<file path="src/rtl/fcvt_wu_s.sv">
// Multi-cycle IEEE-754 single-precision to 32-bit unsigned integer converter (RISC-V FCVT.WU.S).
// Five-state sequencer: capture, unpack, round, pack, then a one-cycle result strobe.
module fcvt_wu_s #(
  parameter int WIDTH = 32
) (
  input  logic             clk,
  input  logic             rst,
  input  logic             valid_input,
  input  logic [WIDTH-1:0] a,
  input  logic [2:0]       rm,
  output logic             ready,
  output logic             valid_output,
  output logic [WIDTH-1:0] y,
  output logic [4:0]       fflags
);

  typedef enum logic [2:0] {
    S_GET_INPUT = 3'd0,
    S_UNPACK    = 3'd1,
    S_ROUND     = 3'd2,
    S_PACK      = 3'd3,
    S_DONE      = 3'd4
  } state_t;

  localparam logic [2:0] RM_RNE = 3'b000;
  localparam logic [2:0] RM_RTZ = 3'b001;
  localparam logic [2:0] RM_RDN = 3'b010;
  localparam logic [2:0] RM_RUP = 3'b011;
  localparam logic [2:0] RM_RMM = 3'b100;

  localparam logic [4:0] FLAG_NV = 5'b10000;
  localparam logic [4:0] FLAG_NX = 5'b00001;

  state_t r_state;
  state_t w_state_next;

  // captured operand
  logic [WIDTH-1:0] r_a;
  logic [2:0]       r_rm;

  // unpacked fields
  logic              r_sign;
  logic [22:0]       r_frac;
  logic [23:0]       r_m;
  logic signed [8:0] r_e;
  logic              r_is_nan;
  logic              r_is_inf;
  logic              r_is_zero;

  // rounded magnitude
  logic [WIDTH-1:0] r_mag;
  logic             r_g;
  logic             r_s;
  logic             r_ix;
  logic [WIDTH-1:0] r_r;

  // results
  logic [WIDTH-1:0] r_y;
  logic [4:0]       r_fflags;
  logic             r_valid;

  // unpack combinational
  logic signed [8:0] w_e;
  logic              w_exp_max;
  logic              w_exp_zero;

  // round combinational
  logic [4:0]       w_rshamt;
  logic [4:0]       w_lshamt;
  logic [23:0]      w_mask;
  logic [WIDTH-1:0] w_mag;
  logic             w_g;
  logic             w_s;
  logic             w_ix;
  logic             w_inc;
  logic [WIDTH-1:0] w_r;

  // pack combinational
  logic [WIDTH-1:0] w_y;
  logic [4:0]       w_fflags;

  // ---------------- FSM: state register ----------------
  always_ff @(posedge clk) begin
    if (rst) begin
      r_state <= S_GET_INPUT;
    end else begin
      r_state <= w_state_next;
    end
  end

  // ---------------- FSM: next state ----------------
  always_comb begin
    w_state_next = r_state;
    case (r_state)
      S_GET_INPUT: if (valid_input) w_state_next = S_UNPACK;
      S_UNPACK:    w_state_next = S_ROUND;
      S_ROUND:     w_state_next = S_PACK;
      S_PACK:      w_state_next = S_DONE;
      S_DONE:      w_state_next = S_GET_INPUT;
      default:     w_state_next = S_GET_INPUT;
    endcase
  end

  // ---------------- FSM: outputs ----------------
  always_comb begin
    ready = 1'b0;
    if (r_state == S_GET_INPUT) ready = 1'b1;
  end

  assign valid_output = r_valid;
  assign y            = r_y;
  assign fflags       = r_fflags;

  // ---------------- unpack ----------------
  always_comb begin
    w_e        = $signed({1'b0, r_a[30:23]}) - 9'sd127;
    w_exp_max  = (r_a[30:23] == 8'hFF);
    w_exp_zero = (r_a[30:23] == 8'h00);
  end

  // ---------------- round ----------------
  always_comb begin
    w_rshamt = 5'd23 - r_e[4:0];
    w_lshamt = r_e[4:0] - 5'd23;
    w_mask   = (24'd1 << (w_rshamt - 5'd1)) - 24'd1;
    w_mag    = '0;
    w_g      = 1'b0;
    w_s      = 1'b0;
    if (r_is_zero) begin
      w_mag = '0;
    end else if (r_e > 9'sd31) begin
      // out of range (incl. inf/NaN); saturate so a negative operand reads as nonzero
      w_mag = '1;
    end else if (r_e >= 9'sd23) begin
      w_mag = {8'd0, r_m} << w_lshamt;
    end else if (r_e >= 9'sd0) begin
      w_mag = {8'd0, r_m >> w_rshamt};
      w_g   = r_m[w_rshamt - 5'd1];
      w_s   = |(r_m & w_mask);
    end else if (r_e == -9'sd1) begin
      w_g = 1'b1;
      w_s = |r_frac;
    end else begin
      w_s = |r_m;
    end
  end

  always_comb begin
    w_ix  = w_g | w_s;
    w_inc = 1'b0;
    case (r_rm)
      RM_RNE:  w_inc = w_g & (w_s | w_mag[0]);
      RM_RTZ:  w_inc = 1'b0;
      RM_RDN:  w_inc = w_ix & r_sign;
      RM_RUP:  w_inc = w_ix & ~r_sign;
      RM_RMM:  w_inc = w_g;
      default: w_inc = w_g & (w_s | w_mag[0]);
    endcase
    w_r = w_mag + {{(WIDTH-1){1'b0}}, w_inc};
  end

  // ---------------- pack ----------------
  always_comb begin
    w_y      = '0;
    w_fflags = '0;
    if (r_is_nan) begin
      w_y      = '1;
      w_fflags = FLAG_NV;
    end else if (!r_sign && (r_is_inf || r_e > 9'sd31)) begin
      w_y      = '1;
      w_fflags = FLAG_NV;
    end else if (r_is_inf) begin
      w_fflags = FLAG_NV;
    end else if (r_sign && (r_r != '0)) begin
      w_fflags = FLAG_NV;
    end else if (r_sign) begin
      w_fflags = r_ix ? FLAG_NX : 5'b00000;
    end else begin
      w_y      = r_r;
      w_fflags = r_ix ? FLAG_NX : 5'b00000;
    end
  end

  // ---------------- datapath registers ----------------
  always_ff @(posedge clk) begin
    if (rst) begin
      r_a       <= '0;
      r_rm      <= '0;
      r_sign    <= 1'b0;
      r_frac    <= '0;
      r_m       <= '0;
      r_e       <= '0;
      r_is_nan  <= 1'b0;
      r_is_inf  <= 1'b0;
      r_is_zero <= 1'b0;
      r_mag     <= '0;
      r_g       <= 1'b0;
      r_s       <= 1'b0;
      r_ix      <= 1'b0;
      r_r       <= '0;
      r_y       <= '0;
      r_fflags  <= '0;
      r_valid   <= 1'b0;
    end else begin
      case (r_state)
        S_GET_INPUT: begin
          r_valid <= 1'b0;
          if (valid_input) begin
            r_a  <= a;
            r_rm <= rm;
          end
        end
        S_UNPACK: begin
          r_sign    <= r_a[31];
          r_frac    <= r_a[22:0];
          r_m       <= {~w_exp_zero, r_a[22:0]};
          r_e       <= w_e;
          r_is_nan  <= w_exp_max & (r_a[22:0] != 23'd0);
          r_is_inf  <= w_exp_max & (r_a[22:0] == 23'd0);
          r_is_zero <= w_exp_zero & (r_a[22:0] == 23'd0);
        end
        S_ROUND: begin
          r_mag <= w_mag;
          r_g   <= w_g;
          r_s   <= w_s;
          r_ix  <= w_ix;
          r_r   <= w_r;
        end
        S_PACK: begin
          r_y      <= w_y;
          r_fflags <= w_fflags;
        end
        S_DONE: begin
          r_valid <= 1'b1;
        end
        default: begin
          r_valid <= 1'b0;
        end
      endcase
    end
  end

endmodule

</file>
<file path="config.mk">
export PLATFORM = sky130hd
export DESIGN_NAME = fcvt_wu_s
export DESIGN_NICKNAME = d
export VERILOG_FILES = /design/src/rtl/fcvt_wu_s.sv
export SDC_FILE = /design/constraint.sdc
export NUM_CORES = 1
export LEC_CHECK = 0
export CAP_MARGIN = 20
export CORE_ASPECT_RATIO = 0.5
export CORE_MARGIN = 4
export CORE_UTILIZATION = 56
export CTS_BUF_LIST = sky130_fd_sc_hd__clkbuf_4
export CTS_CLUSTER_DIAMETER = 50
export CTS_CLUSTER_SIZE = 28
export DETAILED_ROUTE_END_ITERATION = 8
export GPL_TIMING_DRIVEN = 0
export PLACE_DENSITY = 0.78
export SLEW_MARGIN = 25
export SYNTH_ARGS = -nofsm -noshare
export SYNTH_HDL_FRONTEND = slang
export SYNTH_SLANG_ARGS = --single-unit
</file>
<file path="constraint.sdc">
create_clock -name clk -period 5.5 [get_ports clk]
set_clock_uncertainty 0.15 [all_clocks]
set_input_delay 1.1 -clock clk [delete_from_list [all_inputs] [get_ports clk]]
set_output_delay 1.1 -clock clk [all_outputs]
set_load 0.005 [all_outputs]
</file>
==> run metrics <==
Detailed Route Iter0 Violations 1,782; Syn-to-layout area delta 15.1%; largest net degree at the start of global routing 19; Vias/cell 7.00; via count 12,200; family with the most delay on the worst path compound AO/OA/AOI/OAI gates; synthesized area 11,200 sq um; data arrival time of the critical path 5.74 ns; DRT antenna net count 0; number of detailed-route iterations in the first pass 8; Worst Setup Path Type register to register; max-slew violation count 0; num rows 36; initial core utilization 57.3%; number of enable flip-flop cells after synthesis 0; most common cell after layout, fill and taps aside nand2_1; ranking of synthesized cells by area dfxtp_1, mux4_2, nand2_1; nets@finish 1,511; die height 108 um; Die ar. 22,500 sq um; # IOs 77; Slew @ Worst Pin 1.20 ns; Cells after Synth 1,355; critical path capture point type register; global-route wire length before repair 68,500 um; startpoint class of the critical path register; Worst path depth 27; fmax 0.186 GHz; WP buf/inv 7; total track usage 39.6%; final wirelength 46,100 um; PD cells 260 nW/um^2; final hold viol count 0; flops & latches, synth 143; Worst-path clk slew 0.15 ns; hold buffer count at cts 0; slowest stage delay, CP 0.39 ns; Worst VDD drop 0.301 mV; CTS root buf clkbuf_4; hold crit path type register to register; worst reg2reg path depth 27; GP Congestion 1.09; initial antenna violation count 2; share of the synthesized area in the top cell type 25.6%; Fillers 1,555; ys async rst share 0%; finished layout cell area 12,900 sq um; Routed WL per cell 26.5 um; # setup viols final 0; FF-to-FF End r_r[18]; CTS tree built; ys flop type dfxtp_1; CTS buffer count 17; Period Utilization, post-route 97.8%; Sink Count 143; reg2reg setup slack 0.12 ns; worst skew pair latency 0.63 ns; crit path to r_r[18]; share of cells above drive strength 1 16.1%; WHS 0.338 ns; Max-cap violations 0; leakage 4.28 nW; distinct cell type count after synthesis 105; WP data required 5.86 ns; crit path max fanout 10; Worst path slowest cell dfxtp_4; CTS Buffer Depth 2; Post-route DRC 0; register area share after synthesis 25.6%; total grt overflow 0; core region area 19,500 sq um; Avg Inst Size Synth 8.26 sq um; CP Launch Point r_e[3]; area leader, netlist dfxtp_1; commonest non-fill, non-tap cells in the layout nand2_1, dfxtp_1, nor2_1, a21oi_1, clkbuf_1; Tmin final 5.38 ns; H-tree levels 4; vias in the first global route 11,400; Slew headroom 19.7%; worst reg2reg startpoint r_e[3]; Syn. warnings 0; Die X 208 um; CP dominant cell by count buf_6; Buffers on Ports 72; status complete, no violations; hpwl dp 34,800 um; dpl cell area 12,300 sq um
==> per-layer routing <==
metal,vias to the layer above,share of wire [%],GRT usage (%)
met2,967,42,60.4
met1,5762,40,52.1
met4,2,4.0,13.7
met3,208,15,15.2
met5,-,0.028,0
li1,5240,-,-
==> power by group <==
part	total, W	internal, W	switching, W	leakage [nW]
registers	0.00117	0.00110	0.0000707	1.16
logic	0.00135	0.000495	0.000857	2.94
clock network	0.000824	0.000341	0.000483	0.182
==> how the worst min path moves through the flow <==
stage | from | end | depth (start not counted)
CTS | r_a[18] | r_a[18] | 2
finish | r_a[5] | r_a[5] | 2
detailed placement | r_a[20] | r_frac[20] | 2
global placement | r_a[31] | r_a[31] | 2
floorplan | r_a[31] | r_sign | 2
global route | r_a[10] | r_a[10] | 2
==> layout make-up <==
cell class	count	area, sq um	area share, %
multi-input combinational	1063	7680	59.6
sequential	143	2870	22.3
timing repair buffer	88	845	6.55
buffer	132	748	5.80
tap	266	333	2.58
clock inverter	15	216	1.68
clock buffer	17	128	0.990
inverter	16	67.6	0.524
antenna	1	2.50	0.0194
==> Yosys cell counts (all sizes together) (13+ instances only) <==
master and count:
and3 14, a22oi 14, nand3 38, nor2 119, a211oi 60, xor2 14
buf 49, mux4 49, a21oi 96, nand2 210, dfxtp 143, o211ai 13
o21ai 31, inv 13, xnor2 29, clkbuf 86, mux2 29, nand4 18
nor4 34, nand2b 41, nor3 34, mux2i 40
==> registers in the layout, summed over array words and instances, names as in the netlist <==
| signal | count |
|---|---|
| r_is_nan | 1 |
| y | 32 |
| valid_output | 1 |
| r_m | 2 |
| r_frac | 22 |
| r_a | 32 |
| r_rm | 3 |
| r_is_inf | 1 |
| r_is_zero | 1 |
| r_e | 9 |
| r_sign | 1 |
| r_state | 3 |
| r_r | 32 |
| fflags | 2 |
| r_ix | 1 |
==> what timing repair did <==
action                     in CTS  in global routing
pin swaps                       3                  9
setup buffers                   4                 12
gates resized for setup        23                 31
setup endpoints to repair      33                 27
==> through the flow <==
| step | setup slack, ns | setup TNS [ns] | cells | utilization, % | total power [W] |
|---|---|---|---|---|---|
| 5_1_grt | -0.0308 | -0.0783 | 1741 | 65.9 | 0.00345 |
| 4_1_cts | 0.00561 | 0 | 1729 | 65.1 | 0.00324 |
| 3_3_place_gp | -1.35 | -36.35 | 1695 | 62.8 | 0.00240 |
| 3_5_place_dp | -1.50 | -39.85 | 1695 | 62.8 | 0.00242 |
| 6_report | 0.119 | 0 | 1741 | 65.9 | 0.00335 |
| 2_1_floorplan | 0.00420 | 0 | 1357 | - | 0.00202 |
==> worst register-to-register path, delay by kind of cell, from the launching register on <==
kind	cells	cell delay, ns
flip-flops	1	0.39
XOR/XNOR	1	0.16
adder cells (fa/ha/maj)	4	0.83
buffers and inverters	7	1.02
AO/OA/AOI/OAI	7	1.33
multiplexers	1	0.35
AND/OR/NAND/NOR	7	1.04
==> cell families after synthesis <==
family                   after synthesis  synth area share [%]
other                                  1                0.0335
multiplexers                         118                  16.5
XOR/XNOR                              43                  4.00
adder cells (fa/ha/maj)               12                  1.34
AO/OA/AOI/OAI                        317                  20.1
AND/OR/NAND/NOR                      570                  25.4
buffers and inverters                151                  7.02
flip-flops                           143                  25.6
No activity file was read; power rests on OpenSTA's default activity.
